$ cat config.mk
export PLATFORM = sky130hd
export DESIGN_NAME = spell_sram_wb_bridge
export DESIGN_NICKNAME = d
export VERILOG_FILES = /design/src/rtl/spell_sram_wb_bridge_pkg.sv /design/src/rtl/spell_sram_wb_bridge.sv
export SDC_FILE = /design/constraint.sdc
export NUM_CORES = 1
export LEC_CHECK = 0
export ABC_CLOCK_PERIOD_IN_PS = 1900
export CORE_MARGIN = 4
export CORE_UTILIZATION = 45
export DETAILED_ROUTE_END_ITERATION = 10
export DONT_BUFFER_PORTS = 1
export PLACE_DENSITY = 0.68
export SYNTH_ARGS = -nofsm -noshare
export SYNTH_HDL_FRONTEND = slang
export SYNTH_SLANG_ARGS = --single-unit
$ cat constraint.sdc
create_clock -name clock -period 1.9 [get_ports clock]
set_input_delay 0.38 -clock clock [delete_from_list [all_inputs] [get_ports clock]]
set_output_delay 0.38 -clock clock [all_outputs]
set_load 0.1 [all_outputs]
$ cat src/rtl/spell_sram_wb_bridge_pkg.sv
// Shared constants for the spell SRAM bridge: FSM state encodings and OpenRAM geometry.
// Imported by the bridge; the state enum takes its values from the 3-bit constants.
package spell_sram_wb_bridge_pkg;

  localparam int SramAddrWidth = 8;
  localparam int SramDataWidth = 32;
  localparam int SramMaskWidth = SramDataWidth / 8;

  localparam logic [2:0] SramStIdle   = 3'd0;
  localparam logic [2:0] SramStAccess = 3'd1;
  localparam logic [2:0] SramStWait   = 3'd2;
  localparam logic [2:0] SramStAck    = 3'd3;
  localparam logic [2:0] SramStTurn   = 3'd4;

  typedef enum logic [2:0] {
    ST_IDLE   = SramStIdle,
    ST_ACCESS = SramStAccess,
    ST_WAIT   = SramStWait,
    ST_ACK    = SramStAck,
    ST_TURN   = SramStTurn
  } sram_state_e;

endpackage

$ cat src/rtl/spell_sram_wb_bridge.sv
// Wishbone-classic slave to OpenRAM port 0; write ack at +2, read ack at +2+READ_LATENCY.
// No backpressure beyond classic handshake: one transfer per (ack cycle + 2), a TURN idle cycle after every ack.
module spell_sram_wb_bridge
  import spell_sram_wb_bridge_pkg::*;
#(
  parameter int ADDR_WIDTH   = SramAddrWidth,
  parameter int DATA_WIDTH   = SramDataWidth,
  parameter int READ_LATENCY = 1
) (
  input  logic                    clock,
  input  logic                    reset,
  input  logic                    wb_cyc_i,
  input  logic                    wb_stb_i,
  input  logic                    wb_we_i,
  input  logic [DATA_WIDTH/8-1:0] wb_sel_i,
  input  logic [ADDR_WIDTH-1:0]   wb_adr_i,
  input  logic [DATA_WIDTH-1:0]   wb_dat_i,
  output logic [DATA_WIDTH-1:0]   wb_dat_o,
  output logic                    wb_ack_o,
  output logic                    ram_csb0,
  output logic                    ram_web0,
  output logic [DATA_WIDTH/8-1:0] ram_wmask0,
  output logic [ADDR_WIDTH-1:0]   ram_addr0,
  output logic [DATA_WIDTH-1:0]   ram_din0,
  input  logic [DATA_WIDTH-1:0]   ram_dout0
);

  localparam int         MaskWidth = DATA_WIDTH / 8;
  localparam logic [1:0] LatInit   = 2'(READ_LATENCY - 1);

  sram_state_e           state, state_nxt;
  logic [1:0]            lat_cnt, lat_cnt_nxt;
  logic                  we_q, we_nxt;
  logic                  req;
  logic                  csb_nxt, web_nxt, ack_nxt;
  logic [MaskWidth-1:0]  wmask_nxt;
  logic [ADDR_WIDTH-1:0] addr_nxt;
  logic [DATA_WIDTH-1:0] din_nxt, dat_nxt;

  assign req = wb_cyc_i & wb_stb_i;

  always_ff @(posedge clock) begin
    if (reset) begin
      state      <= ST_IDLE;
      lat_cnt    <= '0;
      we_q       <= 1'b0;
      ram_csb0   <= 1'b1;
      ram_web0   <= 1'b1;
      ram_wmask0 <= '0;
      ram_addr0  <= '0;
      ram_din0   <= '0;
      wb_ack_o   <= 1'b0;
      wb_dat_o   <= '0;
    end else begin
      state      <= state_nxt;
      lat_cnt    <= lat_cnt_nxt;
      we_q       <= we_nxt;
      ram_csb0   <= csb_nxt;
      ram_web0   <= web_nxt;
      ram_wmask0 <= wmask_nxt;
      ram_addr0  <= addr_nxt;
      ram_din0   <= din_nxt;
      wb_ack_o   <= ack_nxt;
      wb_dat_o   <= dat_nxt;
    end
  end

  // Address/data/mask registers double as the request latch; only csb/web return to idle.
  always_comb begin
    state_nxt   = state;
    lat_cnt_nxt = lat_cnt;
    we_nxt      = we_q;
    csb_nxt     = 1'b1;
    web_nxt     = 1'b1;
    wmask_nxt   = ram_wmask0;
    addr_nxt    = ram_addr0;
    din_nxt     = ram_din0;
    ack_nxt     = 1'b0;
    dat_nxt     = wb_dat_o;
    case (state)
      ST_IDLE: begin
        if (req) begin
          we_nxt    = wb_we_i;
          csb_nxt   = 1'b0;
          web_nxt   = ~wb_we_i;
          addr_nxt  = wb_adr_i;
          din_nxt   = wb_dat_i;
          wmask_nxt = wb_we_i ? wb_sel_i : '0;
          state_nxt = ST_ACCESS;
        end
      end
      ST_ACCESS: begin
        if (!wb_cyc_i) begin
          state_nxt = ST_TURN;
        end else if (we_q) begin
          ack_nxt   = 1'b1;
          state_nxt = ST_ACK;
        end else begin
          lat_cnt_nxt = LatInit;
          state_nxt   = ST_WAIT;
        end
      end
      ST_WAIT: begin
        // An abort lets the RAM read finish but drops its data.
        if (!wb_cyc_i) begin
          state_nxt = ST_TURN;
        end else if (lat_cnt == 2'd0) begin
          dat_nxt   = ram_dout0;
          ack_nxt   = 1'b1;
          state_nxt = ST_ACK;
        end else begin
          lat_cnt_nxt = lat_cnt - 2'd1;
        end
      end
      ST_ACK:  state_nxt = ST_TURN;
      ST_TURN: state_nxt = ST_IDLE;
      default: state_nxt = ST_IDLE;
    endcase
  end

endmodule

==> summary.md, run 1 <==
| Metric | Value |
|---|---|
| Routability Congestion | roughly 0.77 |
| Final non-filler cell total | 560 |
| Final WL | between 8000 and 9000 um |
| # rows | 31 |
| Setup CP Type | reg2reg |
| Total GRT Usage | 0.2001 |
| Setup Fix Bufs, Post-CTS | 0 |
| Distinct cells, synth | 34 |
| First-pass GRT wire length | ~14000 um |
| Mean Syn Cell Area | between 8 and 9 um2 |
| Mapped Area | 3348 um2 |
| Startpoint Class | flip-flop |
| Critical Path AT | about 2.0 ns |
| # diodes | 0 |
| Synth Instances | 397 |
| Initial antenna violation count | 0 |
| Warnings from Yosys | 0 |
| Routed via count | 3091 |
| DR iter-0 viols | between 150 and 200 |
| GRT Max-Usage Layer | met2 |
| Slowest-stage cell, CP | or3b_2 |
| Clock buffer depth | 2 |
| Critical Path, Cell by Cell | inv_1, ha_1, or3b_2, a21oi_1, mux2_2 |
| Die area | just under 9000 um2 |
| Initial Utilization | 0.4616 |
| Met2 global-route usage | 0.3322 |
| Sequential share of the synthesized area | 0.5082 |
| Clock sink total | 85 |
| Slew @ Worst Pin | between 0.4 and 0.5 ns |
| Core area | slightly above 7000 um2 |
| Skew final | 0.009157 ns |
| Leak Pwr | around 1.6 nW |
| CTS resizes | 0 |
| Fmax | about 560 MHz |
| Vias in the first global route | just over 3000 |
| Slowest cell delay on critical path | about 0.44 ns |
| Largest net degree at the start of global routing | between 80 and 90 |
| Met1 Usage GRT | 0.2308 |
| Nets@finish | 538 |
| Crit path capture type | flip-flop |
| I/O pin total | between 150 and 200 |
| Commonest non-fill, non-tap cell in the layout | buf_4 |
| Hold-fix buffer count after cts | 0 |
| Final Slew Violations | 0 |
| TNS Setup | 0 ns |
| Status | complete, no violations |
| Yosys reg bits | between 80 and 90 |
| PD cells | between 900 and 1000 nW/um2 |
| Required time of the worst setup path | approximately 2.1 ns |
| Max-Cap Viols | 0 |
| Vias per cell | approximately 5.5 |
| DP HPWL | about 6000 um |
| Drt drc | 0 |
| Syn nets | 479 |
| Max FO, Critical Path | 4 |
| CTS tree | built |
| Area growth, synth to finish | 24.29% |
| HP Class | in2reg |
| Layout cells sized above 1 | 0.2495 |
| Root Buffer | clkbuf_8 |
| CTS Buf Count | 9 |
| Max_slew headroom | 0.6730 |
| Die boundary height | 94.26 um |
| Crit path time final | between 1.5 and 2 ns |
| Port buffer count | 0 |
| Die Width | 94.26 um |
| Global route overflow | 0 |
| H-tree lvl count | 3 |
| Drt wl/cell | ~16 um |
| Drt first pass iters | 5 |
| Post-route ant nets | 0 |
| Peak VDD IR | between 0.5 and 0.6 mV |
| Final Hold Violating Endpoints | 0 |
| Tcrit/Tclk final | 0.9322 |
| Commonest non-fill, non-tap cells in the layout | buf_4, dfxtp_1, a21oi_1 |
| Clock latency on the worst-skew pair | around 0.35 ns |
| CTS clk-pin slew, worst paths | around 0.09 ns |
| Setup violations, final | 0 |
| RSZ-0062 raised after global routing | false |
| GR Layer Usage met3 | 0.08574 |
| Placed Cells | 544 |
-- path summary, 6_finish.rpt --
kind	from	end	slack, ns	depth (start not counted)
hold reg to reg	wb_dat_o[2]	wb_dat_o[2]	0.47	2
hold / removal	wb_we_i	ram_web0	0.09	1
setup reg to reg	lat_cnt[0]	lat_cnt[0]	0.13	5
setup / recovery	lat_cnt[0]	lat_cnt[0]	0.13	5
-- layer usage --
metal	part of all wire	vias up
li1	-	1539
met1	0.41	1414
met2	0.47	126
met3	0.10	12
met4	0.017	0
met5	0	-
-- cell type report --
class                   count  area [um2]
flip-flops and latches     85        1702
repair buffers             92       690.7
clock buffers              10       127.6
inverters                   4       15.01
clock inverters             6       87.58
fillers                   658        3092
multi-input cells         264        1415
well taps                  99       123.9
-- per-stage QoR --
step / total power, mW / cell area (um2) / util / worst slack (ns) / hold WS (ns)
after CTS: 4.152 / 4161 / 0.5737 / 0.1309 / 0.07147
after global placement: 2.754 / 3946 / 0.5441 / 0.2309 / 0.4461
after global routing: 4.282 / 4161 / 0.5737 / 0.05409 / 0.05862
final: 4.103 / 4161 / 0.5737 / 0.1288 / 0.08695
after detailed placement: 2.765 / 3946 / 0.5441 / 0.1565 / 0.4459
after floorplan: 2.658 / 3348 / - / 0.2598 / 0.4419
-- power by group --
group / total (mW) / switching, mW / internal, mW
Sequential: 1.88 / 0.0322 / 1.85
Clock: 1.38 / 0.642 / 0.741
Combinational: 0.840 / 0.663 / 0.177
Total: 4.10 / 1.34 / 2.77
-- critical path, delay by kind of cell, from the launching register on --
family / cells / cell delay (ns)
AO/OA/AOI/OAI: 1 / 0.22
adder cells (fa/ha/maj): 1 / 0.23
buffers and inverters: 1 / 0.06
flip-flops: 1 / 0.35
multiplexers: 1 / 0.36
AND/OR/NAND/NOR: 1 / 0.44
-- Yosys cell counts --
library cell	instances	area, um2
dfxtp_1	85	1702
a21oi_1	78	390.4
nand3_1	73	365.4
o21ai_0	39	195.2
o21ai_1	38	190.2
clkbuf_1	31	116.4
buf_6	6	67.56
nand2_1	5	18.77
buf_2	4	20.02
nand4_1	4	25.02
nor2_1	4	15.01
inv_1	3	11.26
and2_1	2	12.51
buf_4	2	15.01
mux2_2	2	22.52
nor3_1	2	10.01
or3b_2	2	17.52
a2111oi_0	1	8.760
a211oi_1	1	7.510
a21boi_0	1	7.510
a21o_1	1	7.510
and3_1	1	6.260
buf_1	1	3.750
clkinv_1	1	3.750
ha_1	1	12.51
nand2b_1	1	6.260
nand3b_1	1	7.510
nor3_2	1	10.01
nor3b_2	1	12.51
nor4b_4	1	23.77
o21ai_2	1	8.760
or3b_1	1	8.760
or4b_1	1	10.01
xor2_1	1	8.760
-- registers in the layout, indices dropped and copies added (netlist names), 2 cells and up --
signal and count:
ram_din0 32, wb_dat_o 32, ram_addr0 8, ram_wmask0 4, state 3, lat_cnt 2
-- cell families (layout without fill, tap and decap cells) --
family | after synthesis | count (layout) | synth area share
flip-flops | 85 | 85 | 0.5082
AO/OA/AOI/OAI | 160 | 160 | 0.2436
adder cells (fa/ha/maj) | 1 | 1 | 0.003736
multiplexers | 2 | 2 | 0.006726
buffers and inverters | 48 | 112 | 0.07100
XOR/XNOR | 1 | 1 | 0.002616
AND/OR/NAND/NOR | 100 | 100 | 0.1641
(Power assumes the default switching activity.)
==> inputs of run 2 (changes only) <==
--- a/config.mk
+++ b/config.mk
@@ -7,10 +7,10 @@
 export LEC_CHECK = 0
 export ABC_CLOCK_PERIOD_IN_PS = 1900
 export CORE_MARGIN = 4
-export CORE_UTILIZATION = 45
+export CORE_UTILIZATION = 60
 export DETAILED_ROUTE_END_ITERATION = 10
 export DONT_BUFFER_PORTS = 1
-export PLACE_DENSITY = 0.68
+export PLACE_DENSITY = 0.84
 export SYNTH_ARGS = -nofsm -noshare
 export SYNTH_HDL_FRONTEND = slang
 export SYNTH_SLANG_ARGS = --single-unit
==> run 2 against run 1 <==
Compared with the run above: first-iteration DRC count rose by 76%; sequential power barely moved; critical path depth did not move; core utilization rose by 20 points; highest routed layer unchanged.
==> summary.md, run 2 (same netlist as run 1, synthesis figures left out) <==
| Metric | Value |
|---|---|
| Final WL | about 9000 um |
| HP Class | in2reg |
| Total power | 3.807 mW |
| Crit path capture type | flip-flop |
| Peak VDD IR | around 0.61 mV |
| Vias per cell | ~6 |
| Tcrit/Tclk final | 0.9279 |
| CTS resizes | 0 |
| Area growth, synth to finish | 21.97% |
| Skew final | about 0.0082 ns |
| Initial Utilization | 0.6353 |
| TNS Setup | 0 ns |
| PD cells | 932.2 nW/um2 |
| CTS Buf Count | 9 |
| Max-Cap Viols | 0 |
| CTS tree | built |
| Crit path time final | between 1.5 and 2 ns |
| Max_slew headroom | 0.6673 |
| Leak Pwr | 1.547 nW |
| # rows | 26 |
| Vias in the first global route | 3139 |
| Commonest non-fill, non-tap cells in the layout | buf_4, dfxtp_1, a21oi_1 |
| # diodes | 0 |
| Startpoint Class | flip-flop |
| Drt first pass iters | 4 |
| CTS clk-pin slew, worst paths | ~0.08 ns |
| RSZ-0062 raised after global routing | false |
| Fin Hold WS | between 0.1 and 0.15 ns |
| Setup Fix Bufs, Post-CTS | 0 |
| Setup violations, final | 0 |
| Met1 Usage GRT | 0.2863 |
| Max FO, Critical Path | 4 |
| Critical Path, Cell by Cell | inv_1, ha_1, or3b_2, a21oi_1, mux2_2 |
| Met2 global-route usage | 0.4671 |
| Post-Place Worst Slack | between 0.15 and 0.2 ns |
| Status | complete, no violations |
| Final Hold Violating Endpoints | 0 |
| Post-DP Area | approximately 3900 um2 |
| Initial antenna violation count | 0 |
| Slowest cell delay on critical path | between 0.4 and 0.5 ns |
| Die boundary height | just over 80 um |
| Routed via count | about 3200 |
| Nets@finish | about 540 |
| Fmax | approximately 570 MHz |
| Layout cells sized above 1 | 0.2385 |
| DR iter-0 viols | slightly above 300 |
| GRT Max-Usage Layer | met2 |
| Drt wl/cell | 17.04 um |
| First-pass GRT wire length | 14030 um |
| DP HPWL | 6115 um |
| Setup CP Type | reg2reg |
| Total GRT Usage | 0.2628 |
| Die area | 6839 um2 |
| Hold-fix buffer count after cts | 0 |
| Clock latency on the worst-skew pair | about 0.33 ns |
| GR Layer Usage met3 | 0.09002 |
| Root Buffer | clkbuf_8 |
| Placed Cells | between 500 and 600 |
| Biggest regs | ram_din0: 32 flops, wb_dat_o: 32 flops, ram_addr0: 8 flops |
| Routability Congestion | about 0.81 |
| Core area | 5270 um2 |
| Required time of the worst setup path | roughly 2.1 ns |
| Slowest-stage cell, CP | or3b_2 |
| Port buffer count | 0 |
| Final non-filler cell total | about 530 |
| Drt drc | 0 |
| H-tree lvl count | 3 |
| Post-route ant nets | 0 |
| Largest net degree at the start of global routing | 85 |
| I/O pin total | 160 |
| Final Slew Violations | 0 |
| Slew @ Worst Pin | between 0.4 and 0.5 ns |
| Global route overflow | 0 |
| Final Instance Area | roughly 4100 um2 |
| Commonest non-fill, non-tap cell in the layout | buf_4 |
| Critical Path AT | slightly below 2 ns |
| Clock buffer depth | 2 |
| Setup WS post-layout | 0.1370 ns |
| Post-Route Utilization | 0.7749 |
| Clock sink total | 85 |
| Die Width | 82.70 um |
-- run 2: layout make-up --
class	count	area, um2
multi-input combinational	264	1415
clock buffer	13	148.9
clock inverter	2	10.01
sequential	85	1702
inverter	4	15.01
timing repair buffer	89	705.7
fill	380	1186
tap	70	87.58
-- run 2: path summary, 6_finish.rpt --
path                                  start           to  slack, ns  cells after the start
worst max-delay path             lat_cnt[0]   lat_cnt[0]       0.14                      5
worst max register to register   lat_cnt[0]   lat_cnt[0]       0.14                      5
worst min-delay path                  reset  wb_dat_o[7]       0.11                      1
worst min register to register  wb_dat_o[0]  wb_dat_o[0]       0.47                      2
-- run 2: where the power goes --
| part | leakage, nW | internal, mW | total, mW | switching [mW] |
|---|---|---|---|---|
| Clock | 0.0833 | 0.502 | 1.07 | 0.571 |
| Sequential | 0.690 | 1.85 | 1.88 | 0.0306 |
| Combinational | 0.774 | 0.183 | 0.856 | 0.672 |
-- run 2: worst max-delay path, delay by kind of cell, from the launching register on --
family | cells | cell delay (ns)
AOI/OAI and AO/OA | 1 | 0.22
adders and majority gates | 1 | 0.24
buffers and inverters | 1 | 0.06
DFF | 1 | 0.33
muxes | 1 | 0.35
and+or+nand+nor | 1 | 0.46
-- run 2: routing by layer --
| metal | share of wire | routed length [um] |
|---|---|---|
| met1 | 0.37 | 3344 |
| met5 | 0 | 0 |
| met3 | 0.086 | 768 |
| met4 | 0.016 | 142 |
| met2 | 0.53 | 4725 |
==> inputs of run 3 (changes only) <==
--- a/config.mk
+++ b/config.mk
@@ -5,12 +5,12 @@
 export SDC_FILE = /design/constraint.sdc
 export NUM_CORES = 1
 export LEC_CHECK = 0
-export ABC_CLOCK_PERIOD_IN_PS = 1900
+export ABC_CLOCK_PERIOD_IN_PS = 1550
 export CORE_MARGIN = 4
-export CORE_UTILIZATION = 60
+export CORE_UTILIZATION = 56
 export DETAILED_ROUTE_END_ITERATION = 10
 export DONT_BUFFER_PORTS = 1
-export PLACE_DENSITY = 0.84
+export PLACE_DENSITY = 0.82
 export SYNTH_ARGS = -nofsm -noshare
 export SYNTH_HDL_FRONTEND = slang
 export SYNTH_SLANG_ARGS = --single-unit
==> constraint.sdc (replaced) <==
create_clock -name clock -period 1.55 [get_ports clock]
set_input_delay 0.31 -clock clock [delete_from_list [all_inputs] [get_ports clock]]
set_output_delay 0.31 -clock clock [all_outputs]
set_load 0.1 [all_outputs]
==> run 3 against run 2 <==
Compared with the run above: worst hold slack got worse by 0.088 ns; core utilization shrank 1.4 points; routed wire length increased by 6.0%; combinational power grew 31%; via count up 1.8%; maximum frequency up 15%; count of clock-buffer cells in the layout did not move; register-to-register slack got worse by 0.12 ns; power grew 36%; flip-flop and latch count did not move; final area up 5.1%; non-clock buffer count is 7 higher; largest cell class unchanged; highest routed layer unchanged.
==> summary.md, run 3 (same netlist as run 1, synthesis figures left out) <==
| Metric | Value |
|---|---|
| Status | complete, no violations |
| Switch Pwr | roughly 1.6 mW |
| CTS clk-pin slew, worst paths | approximately 0.080 ns |
| Routability Congestion | a little under 0.8 |
| Die boundary height | between 80 and 90 um |
| Drt first pass iters | 5 |
| Total power | 5.178 mW |
| Min-delay src | wb_we_i |
| Sw frac | 0.3169 |
| Startpoint Class | flip-flop |
| RSZ-0062 raised after global routing | true |
| Clock share of power | 0.339 |
| Seq pwr share | 0.445 |
| Fin Hold WS | 0.02542 ns |
| R2R setup slack | around 0.016 ns |
| HP Class | in2reg |
| Crit path time final | approximately 1.5 ns |
| Die area | between 7000 and 8000 um2 |
| Crit path capture type | flip-flop |
| Die Width | about 85 um |
| I/O pin total | 160 |
| Leak Pwr | between 1.5 and 2 nW |
| Total GRT Usage | 0.2519 |
| Setup violations, final | 0 |
| PD cells | between 1000 and 1500 nW/um2 |
| Final Hold Violating Endpoints | 0 |
| DR iter-0 viols | roughly 300 |
| Initial Utilization | 0.5935 |
| Clock latency on the worst-skew pair | 0.34 ns |
| CTS Buf Count | 9 |
| Post-Route Utilization | 0.7605 |
| Post-route ant nets | 0 |
| Clock buffer depth | 2 |
| Root Buffer | clkbuf_8 |
| Vias in the first global route | 3089 |
| Layout cells sized above 1 | 0.2710 |
| Port buffer count | 0 |
| Max_slew headroom | 0.6805 |
| R2R Path End | lat_cnt[0] |
| Tcrit/Tclk final | 0.9900 |
| Filler Cells Inserted | ~420 |
| Skew final | roughly 0.011 ns |
| Drt drc | 0 |
| Routed via count | 3226 |
| Gate power share | 0.217 |
| Fmax | around 650 MHz |
| Core area | roughly 5600 um2 |
| Clock sink total | 85 |
| Final Slew Violations | 0 |
| Global route overflow | 0 |
| Max-Cap Viols | 0 |
| Int Pwr | 3.537 mW |
| Commonest non-fill, non-tap cells in the layout | buf_4, dfxtp_1, a21oi_1 |
| Critical Path AT | approximately 1.8 ns |
| Hold depth | 1 |
| Largest net degree at the start of global routing | between 80 and 90 |
| Max FO, Critical Path | 4 |
| Worst reg2reg startpoint | lat_cnt[0] |
| DP HPWL | a little under 6000 um |
| Reg2reg path depth | 5 |
| Hold Path End | ram_web0 |
| Hold-fix buffer count after cts | 0 |
| Biggest regs | ram_din0: 32 flops, wb_dat_o: 32 flops, ram_addr0: 8 flops |
| Required time of the worst setup path | between 1.5 and 2 ns |
| # rows | 27 |
| Vias per cell | between 6 and 7 |
| Setup CP Type | reg2reg |
| H-tree lvl count | 3 |
| Drt wl/cell | 17.73 um |
| Initial antenna violation count | 0 |
| Area growth, synth to finish | 28.14% |
| Slew @ Worst Pin | ~0.47 ns |
| Final WL | roughly 9500 um |
| Peak VDD IR | between 0.7 and 0.8 mV |
| First-pass GRT wire length | between 15000 and 20000 um |
| CTS tree | built |
| Nets@finish | about 540 |
| Commonest non-fill, non-tap cell in the layout | buf_4 |
| # diodes | 0 |
run 3: worst max-delay path by stage:
stage / start / end / cells after the start
3_3_place_gp: lat_cnt[0] / lat_cnt[0] / 5
3_5_place_dp: lat_cnt[0] / lat_cnt[0] / 5
2_1_floorplan: state[0] / lat_cnt[0] / 4
6_report: lat_cnt[0] / lat_cnt[0] / 5
4_1_cts: state[1] / lat_cnt[0] / 3
5_1_grt: lat_cnt[0] / state[0] / 5
run 3: final cells by class:
type | count | area (um2) | share of cell area
multi-input combinational | 264 | 1453 | 0.3386
inverter | 4 | 15.01 | 0.003500
clock buffer | 13 | 158.9 | 0.03704
clock inverter | 3 | 67.56 | 0.01575
timing repair buffer | 96 | 800.8 | 0.1866
sequential | 85 | 1705 | 0.3975
tap | 72 | 90.09 | 0.02100
run 3: what timing repair did:
action                                  4_1_cts  5_1_grt
gates resized for setup                       7        5
gates cloned                                  0        1
pin swaps                                     2        1
endpoints found under the setup margin        4       17
buffers inserted                              0        2
run 3: power by group through the flow:
stage               registers, mW  logic [mW]  clock network (mW)
floorplan                    2.90       0.362                   0
global placement             2.35        1.06                   0
detailed placement           2.35        1.08                   0
CTS                          2.30        1.09                1.77
global route                 2.31        1.17                1.88
finish                       2.30        1.12                1.75
run 3: critical path, stage by stage, from the launching register on:
cell and delay, ns:
dfxtp_2 0.34, inv_2 0.05, ha_4 0.17, or3b_4 0.38
a21oi_4 0.17, mux2_4 0.32
run 3: routing by layer:
| metal | track usage | share of wire | vias to the layer above |
|---|---|---|---|
| met5 | 0 | 0 | - |
| met4 | 0.1050 | 0.034 | 0 |
| met3 | 0.07573 | 0.083 | 30 |
| met2 | 0.4251 | 0.50 | 141 |
| met1 | 0.2967 | 0.38 | 1511 |
| li1 | - | - | 1544 |
run 3: per-stage QoR:
step / TNS, ns / worst slack [ns] / cell area (um2) / std cells
4_1_cts: 0 / 0.01779 / 4249 / 534
3_5_place_dp: -0.1135 / -0.06262 / 3999 / 518
2_1_floorplan: 0 / 0.02302 / 3364 / 397
5_1_grt: -0.06150 / -0.02959 / 4290 / 537
3_3_place_gp: 0 / 0.003328 / 3999 / 518
6_report: 0 / 0.01550 / 4290 / 537
